$ cat src/rtl/cpu_pkg.sv
// Shared CPU pipeline definitions: default widths, the NOP bubble encoding and
// the IF/ID bundle type seen by decode.
package cpu_pkg;

  localparam int DEF_ADDR_W  = 64;
  localparam int DEF_INSTR_W = 32;
  localparam int DEF_CNT_W   = 16;

  // Bubble encoding. Decode still has to gate on valid, not on this pattern.
  localparam logic [DEF_INSTR_W-1:0] DEF_NOP_INSTR = 32'hD503201F;

  typedef struct packed {
    logic [DEF_ADDR_W-1:0]  pc;
    logic [DEF_ADDR_W-1:0]  pc_plus4;
    logic [DEF_INSTR_W-1:0] instr;
    logic                   valid;
  } if_id_t;

  // Next value of a counter that sticks at all-ones instead of wrapping.
  function automatic logic [DEF_CNT_W-1:0] satInc(input logic [DEF_CNT_W-1:0] v);
    return (v == '1) ? v : v + 1'b1;
  endfunction

endpackage

$ cat src/rtl/pipe_reg.sv
// Register bank with load enable and synchronous clear to a fixed value.
module pipe_reg
  import cpu_pkg::*;
#(
  parameter int               WIDTH   = 1,
  parameter logic [WIDTH-1:0] CLR_VAL = '0
) (
  input  logic             clk,
  input  logic             clr,
  input  logic             en,
  input  logic [WIDTH-1:0] d,
  output logic [WIDTH-1:0] q
);

  // Clear wins over load; neither means hold.
  always_ff @(posedge clk) begin
    if (clr)     q <= CLR_VAL;
    else if (en) q <= d;
  end

endmodule

$ cat src/rtl/sat_counter.sv
// Unsigned event counter that saturates at all-ones.
module sat_counter
  import cpu_pkg::*;
#(
  parameter int CNT_W = DEF_CNT_W
) (
  input  logic             clk,
  input  logic             clr,
  input  logic             inc,
  output logic [CNT_W-1:0] cnt
);

  // Count up on inc, stop at the maximum so debug reads never wrap to small values.
  always_ff @(posedge clk) begin
    if (clr)                    cnt <= '0;
    else if (inc && cnt != '1)  cnt <= cnt + 1'b1;
  end

endmodule

$ cat src/rtl/if_id_pipe_reg.sv
// IF/ID boundary: registers fetched PC, PC+4 and instruction for decode, with
// hazard stall (hold), branch flush (NOP bubble) and saturating debug counters.
module if_id_pipe_reg
  import cpu_pkg::*;
#(
  parameter int                 ADDR_W    = DEF_ADDR_W,
  parameter int                 INSTR_W   = DEF_INSTR_W,
  parameter int                 CNT_W     = DEF_CNT_W,
  parameter logic [INSTR_W-1:0] NOP_INSTR = INSTR_W'(DEF_NOP_INSTR)
) (
  input  logic               clk,
  input  logic               rst,
  input  logic [ADDR_W-1:0]  if_pc,
  input  logic [ADDR_W-1:0]  if_pc_plus4,
  input  logic [INSTR_W-1:0] if_instr,
  input  logic               if_valid,
  input  logic               stall,
  input  logic               flush,
  output logic [ADDR_W-1:0]  id_pc,
  output logic [ADDR_W-1:0]  id_pc_plus4,
  output logic [INSTR_W-1:0] id_instr,
  output logic               id_valid,
  output logic [CNT_W-1:0]   stall_cnt,
  output logic [CNT_W-1:0]   flush_cnt
);

  // Priority rst > flush > stall > load. Both rst and flush clear the stage,
  // so the banks only need one clear and one load enable.
  logic clrStage, loadStage, stallInc, flushInc;
  logic [INSTR_W-1:0] nextInstr;

  assign clrStage  = rst | flush;
  assign loadStage = ~stall;
  assign stallInc  = ~rst & ~flush & stall;
  // Only count flushes that actually squash an instruction.
  assign flushInc  = ~rst & flush & (id_valid | if_valid);
  // An invalid fetch still loads its PC fields but presents a bubble encoding.
  assign nextInstr = if_valid ? if_instr : NOP_INSTR;

  pipe_reg #(.WIDTH(ADDR_W), .CLR_VAL('0)) uPc (
    .clk(clk), .clr(clrStage), .en(loadStage), .d(if_pc), .q(id_pc)
  );

  pipe_reg #(.WIDTH(ADDR_W), .CLR_VAL('0)) uPcPlus4 (
    .clk(clk), .clr(clrStage), .en(loadStage), .d(if_pc_plus4), .q(id_pc_plus4)
  );

  pipe_reg #(.WIDTH(INSTR_W), .CLR_VAL(NOP_INSTR)) uInstr (
    .clk(clk), .clr(clrStage), .en(loadStage), .d(nextInstr), .q(id_instr)
  );

  pipe_reg #(.WIDTH(1), .CLR_VAL(1'b0)) uValid (
    .clk(clk), .clr(clrStage), .en(loadStage), .d(if_valid), .q(id_valid)
  );

  sat_counter #(.CNT_W(CNT_W)) uStallCnt (
    .clk(clk), .clr(rst), .inc(stallInc), .cnt(stall_cnt)
  );

  sat_counter #(.CNT_W(CNT_W)) uFlushCnt (
    .clk(clk), .clr(rst), .inc(flushInc), .cnt(flush_cnt)
  );

endmodule
$ cat config.mk
export PLATFORM = sky130hd
export DESIGN_NAME = if_id_pipe_reg
export DESIGN_NICKNAME = d
export VERILOG_FILES = /design/src/rtl/cpu_pkg.sv /design/src/rtl/pipe_reg.sv /design/src/rtl/sat_counter.sv /design/src/rtl/if_id_pipe_reg.sv
export SDC_FILE = /design/constraint.sdc
export NUM_CORES = 1
export LEC_CHECK = 0
export CORE_MARGIN = 2
export CORE_UTILIZATION = 35
export DETAILED_ROUTE_END_ITERATION = 12
export PLACE_DENSITY_LB_ADDON = 0.3
export SLEW_MARGIN = 40
export SYNTH_ARGS = -nofsm -noshare
export SYNTH_HDL_FRONTEND = slang
export SYNTH_HIERARCHICAL = 1
export SYNTH_SLANG_ARGS = --single-unit
export TNS_END_PERCENT = 10
$ cat constraint.sdc
create_clock -name clk -period 2.8 [get_ports clk]
set_input_delay 0.28 -clock clk [delete_from_list [all_inputs] [get_ports clk]]
set_output_delay 0.28 -clock clk [all_outputs]
set_load 0.05 [all_outputs]
; Word-level counts from Yosys, hierarchy flattened
; Index checks and enable logic that the tools add are counted.
[totals]
latch_bits = 0
ramBits = 0
output_inout_bits = 193
reg_bits = 193
wordCells = 21
n_memories = 0
in_bits = 165
rom_bits = 0
[op_classes]
n_reduce_logical = 2
bitwise = 8
multipliers = 0
div_mod_pow = 0
eq_ne = 2
n_mux = 1
n_lt_le_gt_ge = 0
n_shift = 0
add_sub_neg = 2
[ops]
columns = operator, n
row1 = adder 16 x 1 -> 16 bit (second input constant), 2
row2 = 2-to-1 mux 32 bit, 1
row3 = inequality test 16 bit (second input constant), 2
row4 = bitwise AND 1 bit, 4
row5 = logical AND 1 bit, 2
row6 = inverter 1 bit, 2
row7 = bitwise OR 1 bit, 2

; Longest topological paths before layout
[depth]
ltp_word = 4
depth_mapped = 7
depth_no_buf = 6

; By module
; Netlist, hierarchy kept.
[by_module_without_submodules]
columns = module, area_per_inst_um2, seq_area_each_um2, n_inst, cells_each
row1 = pipe_reg (uPc ...), 2290.9, 1281.2, 2, 206
row2 = sat_counter, 848.3, 320.3, 2, 99
row3 = pipe_reg (uInstr), 1177.4, 640.6, 1, 103
row4 = if_id_pipe_reg, 257.7, 0.0, 1, 40
row5 = pipe_reg (uValid), 33.8, 20.0, 1, 3

; Least setup slack after synthesis
; OpenSTA, ideal clock, no wires.
[synth_timing]
path_kind = register -> register
from = reg uFlushCnt.cnt[10]
to = reg uFlushCnt.cnt[15]
required_ns = 2.730
path_buffers = 0
arrival_ns = 1.908
setup_slack_ns = 0.822
path_stages_with_launch = 5
setup_ns = 0.070
synth_period_minus_slack_ns = 1.978
path_cell_list = dfxtp_1 nand3_1 or4_1 or4_1 a21oi_1
[synth_via]
elab_chain_len = 2
word_cells_on_any_way = 3
classes_between = add/sub (1) / eq/ne (1) / reduce/logical (1)
[synth_lines]
columns = item, line
row1 = from (decl), sat_counter.sv:10  ; output logic [CNT_W-1:0] cnt
row2 = from (signal assigned), sat_counter.sv:16  ; else if (inc && cnt != '1) cnt <= cnt + 1'b1;
row3 = branches (longest 2 deep; another with adder 16 x 1 -> 16 bit), --
; Several ways; the timed one is not identified.
; A chain may end at the register's enable or synchronous reset.

; Final worst setup path
[layout_timing]
from = reg uFlushCnt.cnt[13]
to = out flush_cnt[13]
[layout_rtl]
columns = item, line
row1 = to (decl), if_id_pipe_reg.sv:24  ; output logic [CNT_W-1:0] flush_cnt
; No word-level cell between the ends.

==> out/results.ini <==
[drt]
viasPerCell=4.773
drtIter0Drc=378
drc=0
drt_pass1_iterations=6
vias=6639
ant_nets=0
routedWlPerCell_microns=17.08
wirelength_microns=23760

[finish]
nNetsFinal=1262
fin_area_sq_um=12020
fill_cells=1953
syn2layout_area_growth_pct=55.14
drive_gt1_share_pct=4.783

[power_and_ir_drop]
cellLeakagePower_nw=4.706
ir_drop_uv=395.3
power_density_nw_per_um2=527.2
p_total_mw=6.336

[clock_tree]
htree_levels=4
cts.sinks=193
cts_max_path_buffers=2
post_cts_buffers=0
clk_pin_slew_ps=80
cts_made_buffers=17
clk_latency_ps=430
cts_resized=0
cts_root_buffer=clkbuf_16
cts_hold_buf=0
cts_tree=yes

[floorplan]
start_util_pct=35.61
core_area_sq_um=21760
chipWidth_microns=152.8
rows=54
ios=358
die-height_microns=152.8
dieArea_sq_um=23340

[place]
placed_cell_area_sq_um=11400
dp_hpwl_microns=17060
io_buffers=357
gp_congestion=0.8387

[worst_hold_path]
min_from=if_pc_plus4[59]
min_to=uPcPlus4/q[59]
hp-class=in -> reg
hold_depth=3

[logic_synthesis]
synth_edf_count=0
ys_types=44
syn_nets=923
synth-seq-cells=193
synth.largest_area_cell=dfxtp_1
synth_commonest_cells=193 x dfxtp_1, 161 x nor2_1, 150 x mux2i_1
yosysWarningCount=6
synthFlopType=dfxtp_1
synth.top_cell.area_share_pct=49.87
syn-mean-instance-area_sq_um=10.25
synth_cells=756
synth_async_sr_flop_share_pct=0
yosysMostFrequentCell=dfxtp_1
ys_seq_area_share_pct=49.87
synth_area_leaders=dfxtp_1 50%, mux2i_1 19%, nor2_1 7.8%
synth_area_sq_um=7747

[job]
max_cap_viol_count=0

[sta]
finalCritPeriodShare_pct=74.22
setup-tns-final_ps=0
setup_viol_count_final=0
max_freq_mhz=481.2
clock_skew_ps=9.770
slew_violations=0
rsz0062_at_grt=no
worst_pin_slew_ps=867.0
fin_crit_ps=2078
relSlewSlack_pct=42.20
finalHoldViolations=0

[setup_path]
endpoint_kind=output port
setup.worst_path.start_class=flip-flop
cpMaxStageDelayCell=clkdlybuf4s50_1
rr_worst_depth=5
reg2reg_slack_ps=830
crit_family=buffers and inverters
crit_fanout=7
path_cells=clkdlybuf4s50_1
critPathMaxStageDelay_ps=870
required_ps=2520
critical_path_class=reg -> out
r2r_start=uValid/q
reg2reg_to=uFlushCnt/cnt[11]
cp.arrival_ps=1800
path_buf_inv=1

[grt]
grt_pass1_vias=6143
grt_pass1_wl_microns=36030
track_usage_pct=19.55
grt_max_degree=162
antenna_found_initial=5
gr-total-overflow=0

[run_status]
outcome=completed

-- cell type report --
class | count | area, sq um | share of cell area (%)
clock inverters | 15 | 181.4 | 1.509
multi-input cells | 510 | 3478 | 28.94
inverters | 7 | 33.78 | 0.2811
well taps | 280 | 350.3 | 2.915
repair buffers | 366 | 3679 | 30.61
diodes | 3 | 7.507 | 0.06246
flip-flops and latches | 193 | 3864 | 32.15
clock buffers | 17 | 425.4 | 3.539
-- cell usage in the layout, fill, tap and decap left out, types with 6 or more instances in the layout --
master / count
clkdlybuf4s50_1: 357
dfxtp_1: 193
nor2_1: 161
mux2i_1: 150
a21oi_1: 20
and2_1: 19
clkbuf_16: 17
or4_1: 14
a211o_1: 13
nand3_1: 12
nand2_1: 12
o31ai_1: 12
nand2b_1: 10
nor2b_1: 9
nor3_1: 8
o21ai_0: 8
and2b_1: 8
buf_4: 6
inv_1: 6
nand4_1: 6
and4_1: 6
or3_1: 6
-- worst max-delay path by stage --
| stage | slack [ps] | cells past startpoint | to | from |
|---|---|---|---|---|
| after global routing | 650 | 1 | stall_cnt[5] | uStallCnt/cnt[5] |
| final | 720 | 1 | flush_cnt[13] | uFlushCnt/cnt[13] |
| after global placement | 420 | 6 | uFlushCnt/cnt[11] | rst |
| after CTS | 700 | 1 | flush_cnt[5] | uFlushCnt/cnt[5] |
| after detailed placement | 370 | 6 | uFlushCnt/cnt[11] | rst |
| after floorplan | 820 | 4 | uFlushCnt/cnt[15] | uFlushCnt/cnt[10] |
-- report_power, final --
| group | total (mW) | switching [mW] | internal, mW |
|---|---|---|---|
| Combinational | 0.978 | 0.517 | 0.461 |
| Clock | 2.50 | 1.21 | 1.29 |
| Sequential | 2.86 | 0.0377 | 2.82 |
| Total | 6.34 | 1.76 | 4.57 |
-- flip-flops by register name, indices dropped and copies added, names as in the netlist --
name,count
uStallCnt/cnt,16
uValid/q,1
uPcPlus4/q,64
uFlushCnt/cnt,16
uInstr/q,32
uPc/q,64
-- stage by stage --
| stage | cells | hold slack, ps | worst slack [ps] | util (%) |
|---|---|---|---|---|
| finish | 1391 | 463.3 | 722.0 | 55.25 |
| global route | 1391 | 450.2 | 649.7 | 55.25 |
| CTS | 1388 | 431.1 | 701.6 | 55.21 |
| detailed placement | 1356 | 480.0 | 370.8 | 52.42 |
| global placement | 1356 | 471.8 | 422.2 | 52.42 |
| floorplan | 756 | 427.2 | 822.3 | - |
-- logic make-up (layout without fill, tap and decap cells) --
group           after synthesis  count (layout)  share of synthesized area [%]
simple gates                293             293                          19.33
other cells                   0               3                              0
fa+ha+maj                     2               2                         0.3229
xor+xnor                      4               4                         0.4521
compound gates               59              59                          5.087
flops                       193             193                          49.87
buf+inv                      53             405                          5.265
mux                         152             152                          19.67
-- per-layer routing --
metal | routed length, microns | vias to the layer above | GRT usage (%)
met5 | 32 | - | 0
met1 | 10190 | 3076 | 24.20
met3 | 1484 | 38 | 5.489
met4 | 520 | 4 | 7.672
li1 | - | 3294 | -
met2 | 11540 | 227 | 32.29
Note: power is estimated with default switching activity, not from simulation.
==> RTL edit, RTL diff (same settings) <==
Change the package constant `DEF_ADDR_W` from 64 to 60.
--- a/src/rtl/cpu_pkg.sv
+++ b/src/rtl/cpu_pkg.sv
@@ -4,3 +4,3 @@
 
-  localparam int DEF_ADDR_W  = 64;
+  localparam int DEF_ADDR_W  = 60;
   localparam int DEF_INSTR_W = 32;
Interface: changed (resized id_pc, id_pc_plus4, if_pc and if_pc_plus4); port bits go from 358 to 342. No check against the original RTL was run, so the function may have changed too.
==> RTL edit against the unedited design <==
Combinational power is 5.6% lower; power is 4.0% lower; sequential cell count is 8 lower; routed wire length is 10% lower; register-to-register slack hardly changed; hold slack better by 0.60 ps; area after synthesis is 3.3% lower; final cell count is 3.5% lower; cell area is 4.0% lower; worst setup slack better by 16 ps; largest cell class unchanged; largest power group unchanged.
==> RTL edit: results (changes against the unedited design) <==
metric;value;unit;change
post-place-cells;1309;;was 1356
cp.arrival;1780;ps;was 1800 ps
synth_area_leaders;dfxtp_1, mux2i_1, nor2_1;;unchanged
hpwl;15100;um;was 17100 um
dpl_cell_area;10900;um2;was 11400 um2
reg2reg_depth;4;;was 5
stdcell_count;1342;;was 1391
grt_pass1_wl;31600;um;was 36000 um
nets;1212;;was 1262
place.gp.congestion;0.811;;was 0.839
netlist_instances;732;;was 756
io_buffers;341;;was 357
p_leak;4.50;nW;was 4.71 nW
grt_usage;0.179;;was 0.196
grt_pass1_vias;5851;;was 6143
cts_resized;0;;unchanged
drt_iter0_markers;200;;was 378
clock_skew;14.2;ps;was 9.77 ps
grt_max_degree;154;;was 162
drive_gt1_frac;0.0469;;was 0.0478
drt-pass1-iter-count;5;;was 6
synthAdderAreaFrac;0.00334;;was 0.00323
p_int;4.43;mW;was 4.57 mW
peakVddDrop;0.366;mV;was 0.395 mV
clk_pin_slew;80;ps;about the same
viasPerCell;4.72;;was 4.77
synth_compound_area_frac;0.0526;;was 0.0509
synth-xor-area-share;0.00468;;was 0.00452
hold_class;in -> reg;;unchanged
postRouteWirelength;21400;um;was 23800 um
fillers;1896;;was 1953
reg2reg_to;uStallCnt/cnt[11];;was uFlushCnt/cnt[11]
muxShareOfSynthArea;0.193;;was 0.197
top_regs;uPc/q: 60 flops, uPcPlus4/q: 60 flops, uInstr/q: 32 flops;;was uPc/q: 64 flops, uPcPlus4/q: 64 flops, uInstr/q: 32 flops
ys_seq_area_frac;0.494;;was 0.499
worstSetupEndpoint;stall_cnt[5];;was flush_cnt[13]
r2r_slack;830;ps;about the same
status;completed;;unchanged
cp-startpoint;uStallCnt/cnt[5];;was uFlushCnt/cnt[13]
r2r-start;uStallCnt/cnt[13];;was uValid/q
synthTopCellsByCount;dfxtp_1, nor2_1, mux2i_1;;unchanged
cts_max_level;4;;unchanged
synth.net_count;891;;was 923
worst_slew_pin_slew;768;ps;was 867 ps
post_cts_buffers;0;;unchanged
antenna_found_initial;0;;was 5
RTL edit: how the worst min path moves through the flow:
stage                         from        endpoint  cells past startpoint
floorplan                 if_pc[0]        uPc/q[0]                      2
global placement      uInstr/q[18]    uInstr/q[18]                      2
detailed placement  uPcPlus4/q[54]  uPcPlus4/q[54]                      2
CTS                 if_pc_plus4[8]   uPcPlus4/q[8]                      3
global route             if_pc[26]       uPc/q[26]                      3
finish              if_pc_plus4[8]   uPcPlus4/q[8]                      3
RTL edit: per-stage QoR:
step | hold slack [ps] | power [mW] | worst slack [ps]
6_report | 464 | 6.08 | 738
5_1_grt | 453 | 6.32 | 645
4_1_cts | 445 | 6.17 | 704
3_5_place_dp | 478 | 3.73 | 379
3_3_place_gp | 471 | 3.72 | 425
2_1_floorplan | 427 | 3.34 | 822
RTL edit: cell type report:
type	instances	area (um2)	share of cell area
Timing Repair Buffer	348	3490	0.303
Inverter	7	33.8	0.00293
Antenna cell	1	2.50	0.000217
Clock inverter	13	149	0.0129
Multi-Input combinational cell	494	3370	0.292
Sequential cell	185	3700	0.321
Tap cell	275	344	0.0298
Clock buffer	19	443	0.0384
RTL edit: power groups by stage:
stage	Clock [mW]	Sequential, mW	Combinational, mW
4_1_cts	2.50	2.74	0.933
5_1_grt	2.60	2.74	0.975
3_5_place_dp	0	2.80	0.928
6_report	2.42	2.74	0.923
3_3_place_gp	0	2.79	0.922
2_1_floorplan	0	3.04	0.297
RTL edit: layer usage:
metal | up-vias | track usage | wire length [um]
li1 | 3176 | - | -
met1 | 2885 | 0.213 | 8830
met4 | 0 | 0.0646 | 454
met5 | - | 0 | 0
met3 | 25 | 0.0618 | 1760
met2 | 242 | 0.298 | 10300
